==> src/rtl/hb_pkg.sv <==
// Shared definitions for the H-bridge arbiter: state encoding, requester
// indices and the layout of a motor command word.
package hb_pkg;

  typedef enum logic [1:0] {
    ST_IDLE       = 2'd0,
    ST_DEADTIME   = 2'd1,
    ST_DRIVE      = 2'd2,
    ST_STALL_LOCK = 2'd3
  } hb_state_e;

  localparam int NUM_REQ = 3;
  localparam int AVOID   = 2;
  localparam int CORNER  = 1;
  localparam int SEARCH  = 0;

  // cmd word = {en_l, dir_l, en_r, dir_r}
  localparam int CMD_EN_L  = 3;
  localparam int CMD_DIR_L = 2;
  localparam int CMD_EN_R  = 1;
  localparam int CMD_DIR_R = 0;

  localparam int DT_W    = 16;
  localparam int STALL_W = 20;

  // Bridge outputs are ordered {left, right}.
  function automatic logic [1:0] cmd_en(input logic [3:0] c);
    return {c[CMD_EN_L], c[CMD_EN_R]};
  endfunction

  function automatic logic [1:0] cmd_dir(input logic [3:0] c);
    return {c[CMD_DIR_L], c[CMD_DIR_R]};
  endfunction

endpackage

==> src/rtl/hb_down_counter.sv <==
// Loadable down counter that parks at zero; zero_o flags the parked value.
module hb_down_counter #(
  parameter int W = 16
) (
  input  logic         clk,
  input  logic         rst_n,
  input  logic         load_i,
  input  logic [W-1:0] load_val_i,
  input  logic         dec_i,
  output logic         zero_o
);

  logic [W-1:0] cnt_q, cnt_d;

  always_comb begin
    cnt_d = cnt_q;
    if (load_i)                      cnt_d = load_val_i;
    else if (dec_i && cnt_q != '0)   cnt_d = cnt_q - 1'b1;
  end

  always_ff @(posedge clk or negedge rst_n) begin
    if (!rst_n) cnt_q <= '0;
    else        cnt_q <= cnt_d;
  end

  assign zero_o = (cnt_q == '0);

endmodule

==> src/rtl/hbridge_arbiter.sv <==
// Fixed-priority owner arbitration for a shared H-bridge with break-before-make
// deadtime on every owner change or live direction reversal, plus stall lockout.
module hbridge_arbiter
  import hb_pkg::*;
#(
  parameter int unsigned DEADTIME_CYC = 1000,
  parameter int unsigned STALL_CYC    = 50000
) (
  input  logic               clk,
  input  logic               rst_n,
  input  logic [NUM_REQ-1:0] req,
  input  logic [3:0]         cmd_avoid,
  input  logic [3:0]         cmd_corner,
  input  logic [3:0]         cmd_search,
  input  logic [1:0]         Sense,
  output logic [NUM_REQ-1:0] grant,
  output logic [1:0]         hb_en,
  output logic [1:0]         hb_dir,
  output logic               stalled
);

  localparam logic [DT_W-1:0]    DT_LOAD   = DT_W'(DEADTIME_CYC - 1);
  localparam logic [STALL_W-1:0] STALL_LIM = STALL_W'(STALL_CYC);

  hb_state_e          state_q, state_d;
  logic [NUM_REQ-1:0] grant_q, grant_d;
  logic [1:0]         en_q, en_d, dir_q, dir_d;
  logic               stalled_q, stalled_d;
  logic [STALL_W-1:0] stall_q, stall_d;
  logic               init_q;
  logic               dt_load, dt_dec, dt_zero;

  logic [NUM_REQ-1:0] win;
  logic [3:0]         win_cmd;
  logic [1:0]         win_en, win_dir;
  logic               sensed, stall_hit, live_rev;

  always_comb begin
    win     = '0;
    win_cmd = '0;
    if (req[AVOID]) begin
      win[AVOID] = 1'b1;
      win_cmd    = cmd_avoid;
    end else if (req[CORNER]) begin
      win[CORNER] = 1'b1;
      win_cmd     = cmd_corner;
    end else if (req[SEARCH]) begin
      win[SEARCH] = 1'b1;
      win_cmd     = cmd_search;
    end
  end

  assign win_en  = cmd_en(win_cmd);
  assign win_dir = cmd_dir(win_cmd);

  // Only a direction flip on a motor currently being driven needs deadtime.
  assign live_rev  = |((win_dir ^ dir_q) & en_q);
  assign sensed    = |(Sense & en_q);
  assign stall_hit = (state_q == ST_DRIVE) && (stall_q >= STALL_LIM);

  always_comb begin
    stall_d = '0;
    if (state_q == ST_DRIVE && sensed)
      stall_d = (stall_q >= STALL_LIM) ? stall_q : stall_q + 1'b1;
  end

  always_comb begin
    state_d   = state_q;
    grant_d   = grant_q;
    en_d      = en_q;
    dir_d     = dir_q;
    stalled_d = 1'b0;
    dt_load   = 1'b0;
    unique case (state_q)
      ST_IDLE: begin
        // init_q holds off arbitration for the first edge after reset release.
        if (init_q && win != '0) begin
          state_d = ST_DEADTIME;
          grant_d = win;
          dir_d   = win_dir;
          en_d    = '0;
          dt_load = 1'b1;
        end
      end
      ST_DEADTIME: begin
        en_d = '0;
        if (win == '0) begin
          state_d = ST_IDLE;
          grant_d = '0;
          dir_d   = '0;
        end else if (win != grant_q) begin
          grant_d = win;
          dir_d   = win_dir;
          dt_load = 1'b1;
        end else begin
          dir_d = win_dir;
          if (dt_zero) begin
            state_d = ST_DRIVE;
            en_d    = win_en;
          end
        end
      end
      ST_DRIVE: begin
        if (stall_hit) begin
          state_d   = ST_STALL_LOCK;
          grant_d   = '0;
          en_d      = '0;
          stalled_d = 1'b1;
        end else if (win == '0) begin
          state_d = ST_IDLE;
          grant_d = '0;
          en_d    = '0;
          dir_d   = '0;
        end else if (win != grant_q || live_rev) begin
          state_d = ST_DEADTIME;
          grant_d = win;
          dir_d   = win_dir;
          en_d    = '0;
          dt_load = 1'b1;
        end else begin
          en_d  = win_en;
          dir_d = win_dir;
        end
      end
      ST_STALL_LOCK: begin
        grant_d = '0;
        en_d    = '0;
        if (req == '0) state_d   = ST_IDLE;
        else           stalled_d = 1'b1;
      end
      default: state_d = ST_IDLE;
    endcase
  end

  assign dt_dec = (state_q == ST_DEADTIME);

  hb_down_counter #(.W(DT_W)) u_deadtime (
    .clk        (clk),
    .rst_n      (rst_n),
    .load_i     (dt_load),
    .load_val_i (DT_LOAD),
    .dec_i      (dt_dec),
    .zero_o     (dt_zero)
  );

  always_ff @(posedge clk or negedge rst_n) begin
    if (!rst_n) begin
      state_q   <= ST_IDLE;
      grant_q   <= '0;
      en_q      <= '0;
      dir_q     <= '0;
      stalled_q <= 1'b0;
      stall_q   <= '0;
      init_q    <= 1'b0;
    end else begin
      state_q   <= state_d;
      grant_q   <= grant_d;
      en_q      <= en_d;
      dir_q     <= dir_d;
      stalled_q <= stalled_d;
      stall_q   <= stall_d;
      init_q    <= 1'b1;
    end
  end

  assign grant   = grant_q;
  assign hb_en   = en_q;
  assign hb_dir  = dir_q;
  assign stalled = stalled_q;

endmodule

==> config.mk <==
export PLATFORM = sky130hd
export DESIGN_NAME = hbridge_arbiter
export DESIGN_NICKNAME = d
export VERILOG_FILES = /design/src/rtl/hb_pkg.sv /design/src/rtl/hb_down_counter.sv /design/src/rtl/hbridge_arbiter.sv
export SDC_FILE = /design/constraint.sdc
export NUM_CORES = 1
export LEC_CHECK = 0
export ABC_AREA = 0
export CAP_MARGIN = 0
export CELL_PAD_IN_SITES_DETAIL_PLACEMENT = 2
export CELL_PAD_IN_SITES_GLOBAL_PLACEMENT = 2
export CORE_MARGIN = 2
export CORE_UTILIZATION = 33
export CTS_CLUSTER_DIAMETER = 150
export DETAILED_ROUTE_END_ITERATION = 6
export PLACE_DENSITY_LB_ADDON = 0.1
export SYNTH_ARGS = -nofsm -noshare
export SYNTH_HDL_FRONTEND = slang
export SYNTH_HIERARCHICAL = 1
export SYNTH_SLANG_ARGS = --single-unit
==> constraint.sdc <==
create_clock -name clk -period 2.6 [get_ports clk]
set_input_delay 0.39 -clock clk [delete_from_list [all_inputs] [get_ports clk]]
set_output_delay 0.39 -clock clk [all_outputs]
set_load 0.02 [all_outputs]
==> results.cfg <==
[sta]
period_needed_ns = 2.49
setup_violations = 0
achievable-frequency_mhz = 401
tightest_slew_ns = 0.607
period_share_pct = 95.9
slew_headroom_pct = 59.5
drv_slew = 0
report.final.hold_viol_count = 0
finalWorstSetupSlack_ns = 0.107
clock_skew_ns = 0.00685

[floorplanning]
placementRows = 34
initial_utilization_pct = 33.6
dieArea_um2 = 9520
core_area_um2 = 8590
die_x_um = 97.6
ioPinCount = 27
die_h_um = 97.6

[cells_and_area]
layout-drive-gt1-share_pct = 19.9
layoutNonFillerInstCount = 500
regArea_um2 = 1180
stdcell_area_um2 = 3740
multiInputGateArea_um2 = 1690
antenna_cells = 0
nFillCells = 950
area_growth_syn_to_layout_pct = 29.4
fin_util_pct = 43.5
nets = 418

[synth]
avgSynthCellArea_um2 = 9.26
synthTopCellsByCount = 47 x dfrtp_1, 31 x nand2_1, 31 x nor2_1, 12 x inv_1
synth_area_leaders = dfrtp_1 41%, nand2_1 4.0%, nor2_1 4.0%, ha_1 3.5%, xor2_1 3.0%
synth_cell_types = 65
synth_warnings = 6
yosysMostFrequentCell = dfrtp_1
yosysTopAreaCell = dfrtp_1
synth_top_area_share_pct = 40.7
synth-async-reset-ratio_pct = 100
ys.flop_type = dfrtp_1
postSynthCellCount = 312
synth_area_um2 = 2890
synth-seq-cells = 47
synth_edf_count = 0
yosysSeqAreaShare_pct = 40.7

[pwr]
netSwitchingPower_w = 0.00141
p_per_area_nw_per_um2 = 913
p_seq_share_pct = 32.1
finalPower_w = 0.00341
power_frac_comb_pct = 53.0
ir_worst_vdd_mv = 0.398
power.share.clock_pct = 14.9
total_leakage_power_nw = 1.54
switching_share_pct = 41.2
p_int_w = 0.00201

[setup_path]
cp_cell_sequence = clkdlybuf4s50_1, nand3b_1, a21oi_2, mux2_2, nand3_1, a22oi_1, nor2_1, buf_4, clkinvlp_4, o311a_1, a221o_1
crit_fanout = 9
cp.required_ns = 2.80
slowest_stage = clkdlybuf4s50_1
worstPathArrival_ns = 2.69
cpPeakStageDelay_ns = 0.56
setup.worst_path.class = in -> reg
worstSetupStartpointType = input pin
end_kind = register

[worst_hold_path]
holdCritPathClass = in -> async

[cts]
cts_root_buf = clkbuf_8
cts_buffer_depth = 2
htreeDepth = 2
insertion_delay_ns = 0.31
cts_buffers = 5
cts_sinks = 47
hold_buffers = 0
clk_pin_slew_ns = 0.10
tritoncts = yes

[route]
num_vias = 2646
wl_met3_um = 119
highest_layer = met4
dr.pass1.iters = 4
ant_nets = 0
wl_met2_um = 4510
finalWirelength_um = 8570
wl_per_cell_um = 17.1
vias_per_cell = 5.29
wl_met1_um = 3890
drtIter0Drc = 70
drc_errors = 0

[global_routing]
grt_first_pass_wirelength_um = 14900
grt_antenna_before_repair = 0
overflow = 0
grt_max_degree = 27
grt_usage_pct = 19.0
grt_pass1_vias = 2920

[place]
hpwlAfterDp_um = 6420
placed_area_um2 = 3590
gp_congestion = 0.765
dp_cells = 490
port_buffers = 26
preCtsSetupSlack_ns = -0.542

[run]
maxCapViolations = 0

[outcome]
status = finished, final reports clean
what timing repair did:
item / 4_1_cts / 5_1_grt
resized for setup: 2 / 8
pin swaps: 1 / 1
setup endpoints to repair: 14 / 14
buffers inserted: 1 / 1
per-layer routing:
metal	up-vias	GRT usage (%)
met5	-	0
met4	0	3.21
met3	6	2.59
met2	18	34.8
met1	1337	24.0
li1	1285	-
cells by family (layout without fill, tap and decap cells):
family                   after synthesis  count (layout)  share of synthesized area, %
AND/OR/NAND/NOR                      137             137                          26.6
AO/OA/AOI/OAI                         69              69                          17.2
flip-flops                            47              47                          40.7
buffers and inverters                 25              90                          3.81
XOR/XNOR                              15              15                          4.55
multiplexers                           9               9                          3.42
adder cells (fa/ha/maj)                8               8                          3.46
other                                  2              17                         0.260
layout make-up:
class / count / share of cell area [%]
sequential: 47 / 31.5
clock buffer: 5 / 1.84
timing repair buffer: 70 / 15.7
inverter: 12 / 1.31
tap: 108 / 3.61
clock inverter: 3 / 0.770
multi-input combinational: 255 / 45.3
power groups by stage:
stage,Sequential (W),Clock [W],Combinational [W]
after floorplan,0.00112,0,0.000932
after global placement,0.00110,0,0.00170
after detailed placement,0.00111,0,0.00176
after CTS,0.00110,0.000532,0.00180
after global routing,0.00113,0.000552,0.00201
final,0.00110,0.000508,0.00181
cells in the final DEF, fill, tap and decap left out, types with 10 or more instances in the layout:
cell type         n
buf_4            44
clkdlybuf4s50_1  23
conb_1           17
dfrtp_1          47
inv_1            11
nand2_1          31
nand3_1          10
nor2_1           31
o21ai_0          11
xor2_1           10
registers in the layout, summed over array words and instances, names as in the netlist:
| signal | count |
|---|---|
| stall_q | 20 |
| state_q | 2 |
| hb_dir | 2 |
| init_q | 1 |
| stalled | 1 |
| grant | 3 |
| u_deadtime/cnt_q | 16 |
| hb_en | 2 |
worst max-delay path: cells and delay by family:
family / cells / cell delay [ns]
AO/OA/AOI/OAI: 4 / 0.66
AND/OR/NAND/NOR: 3 / 0.36
multiplexers: 1 / 0.37
buffers and inverters: 3 / 0.91
final timing paths:
check / startpoint / endpoint / slack [ns] / cells past startpoint
max reg2reg: state_q[1] / u_deadtime/cnt_q[11] / 0.17 / 6
max in group asynchronous: rst_n / grant[1] / 1.90 / 2
max: req[0] / u_deadtime/cnt_q[13] / 0.11 / 11
min: rst_n / u_deadtime/cnt_q[14] / 0.07 / 1
min reg2reg: stall_q[18] / stall_q[18] / 0.55 / 1
min in group clk: stall_q[18] / stall_q[18] / 0.55 / 1
through the flow:
| step | setup TNS (ns) | hold WS, ns |
|---|---|---|
| 3_5_place_dp | -7.43 | 0.442 |
| 5_1_grt | -0.0846 | 0.110 |
| 2_1_floorplan | 0 | 0.0944 |
| 3_3_place_gp | -4.88 | 0.435 |
| 4_1_cts | 0 | 0.0876 |
| 6_report | 0 | 0.0742 |
Power figures use the tool's default switching activity.
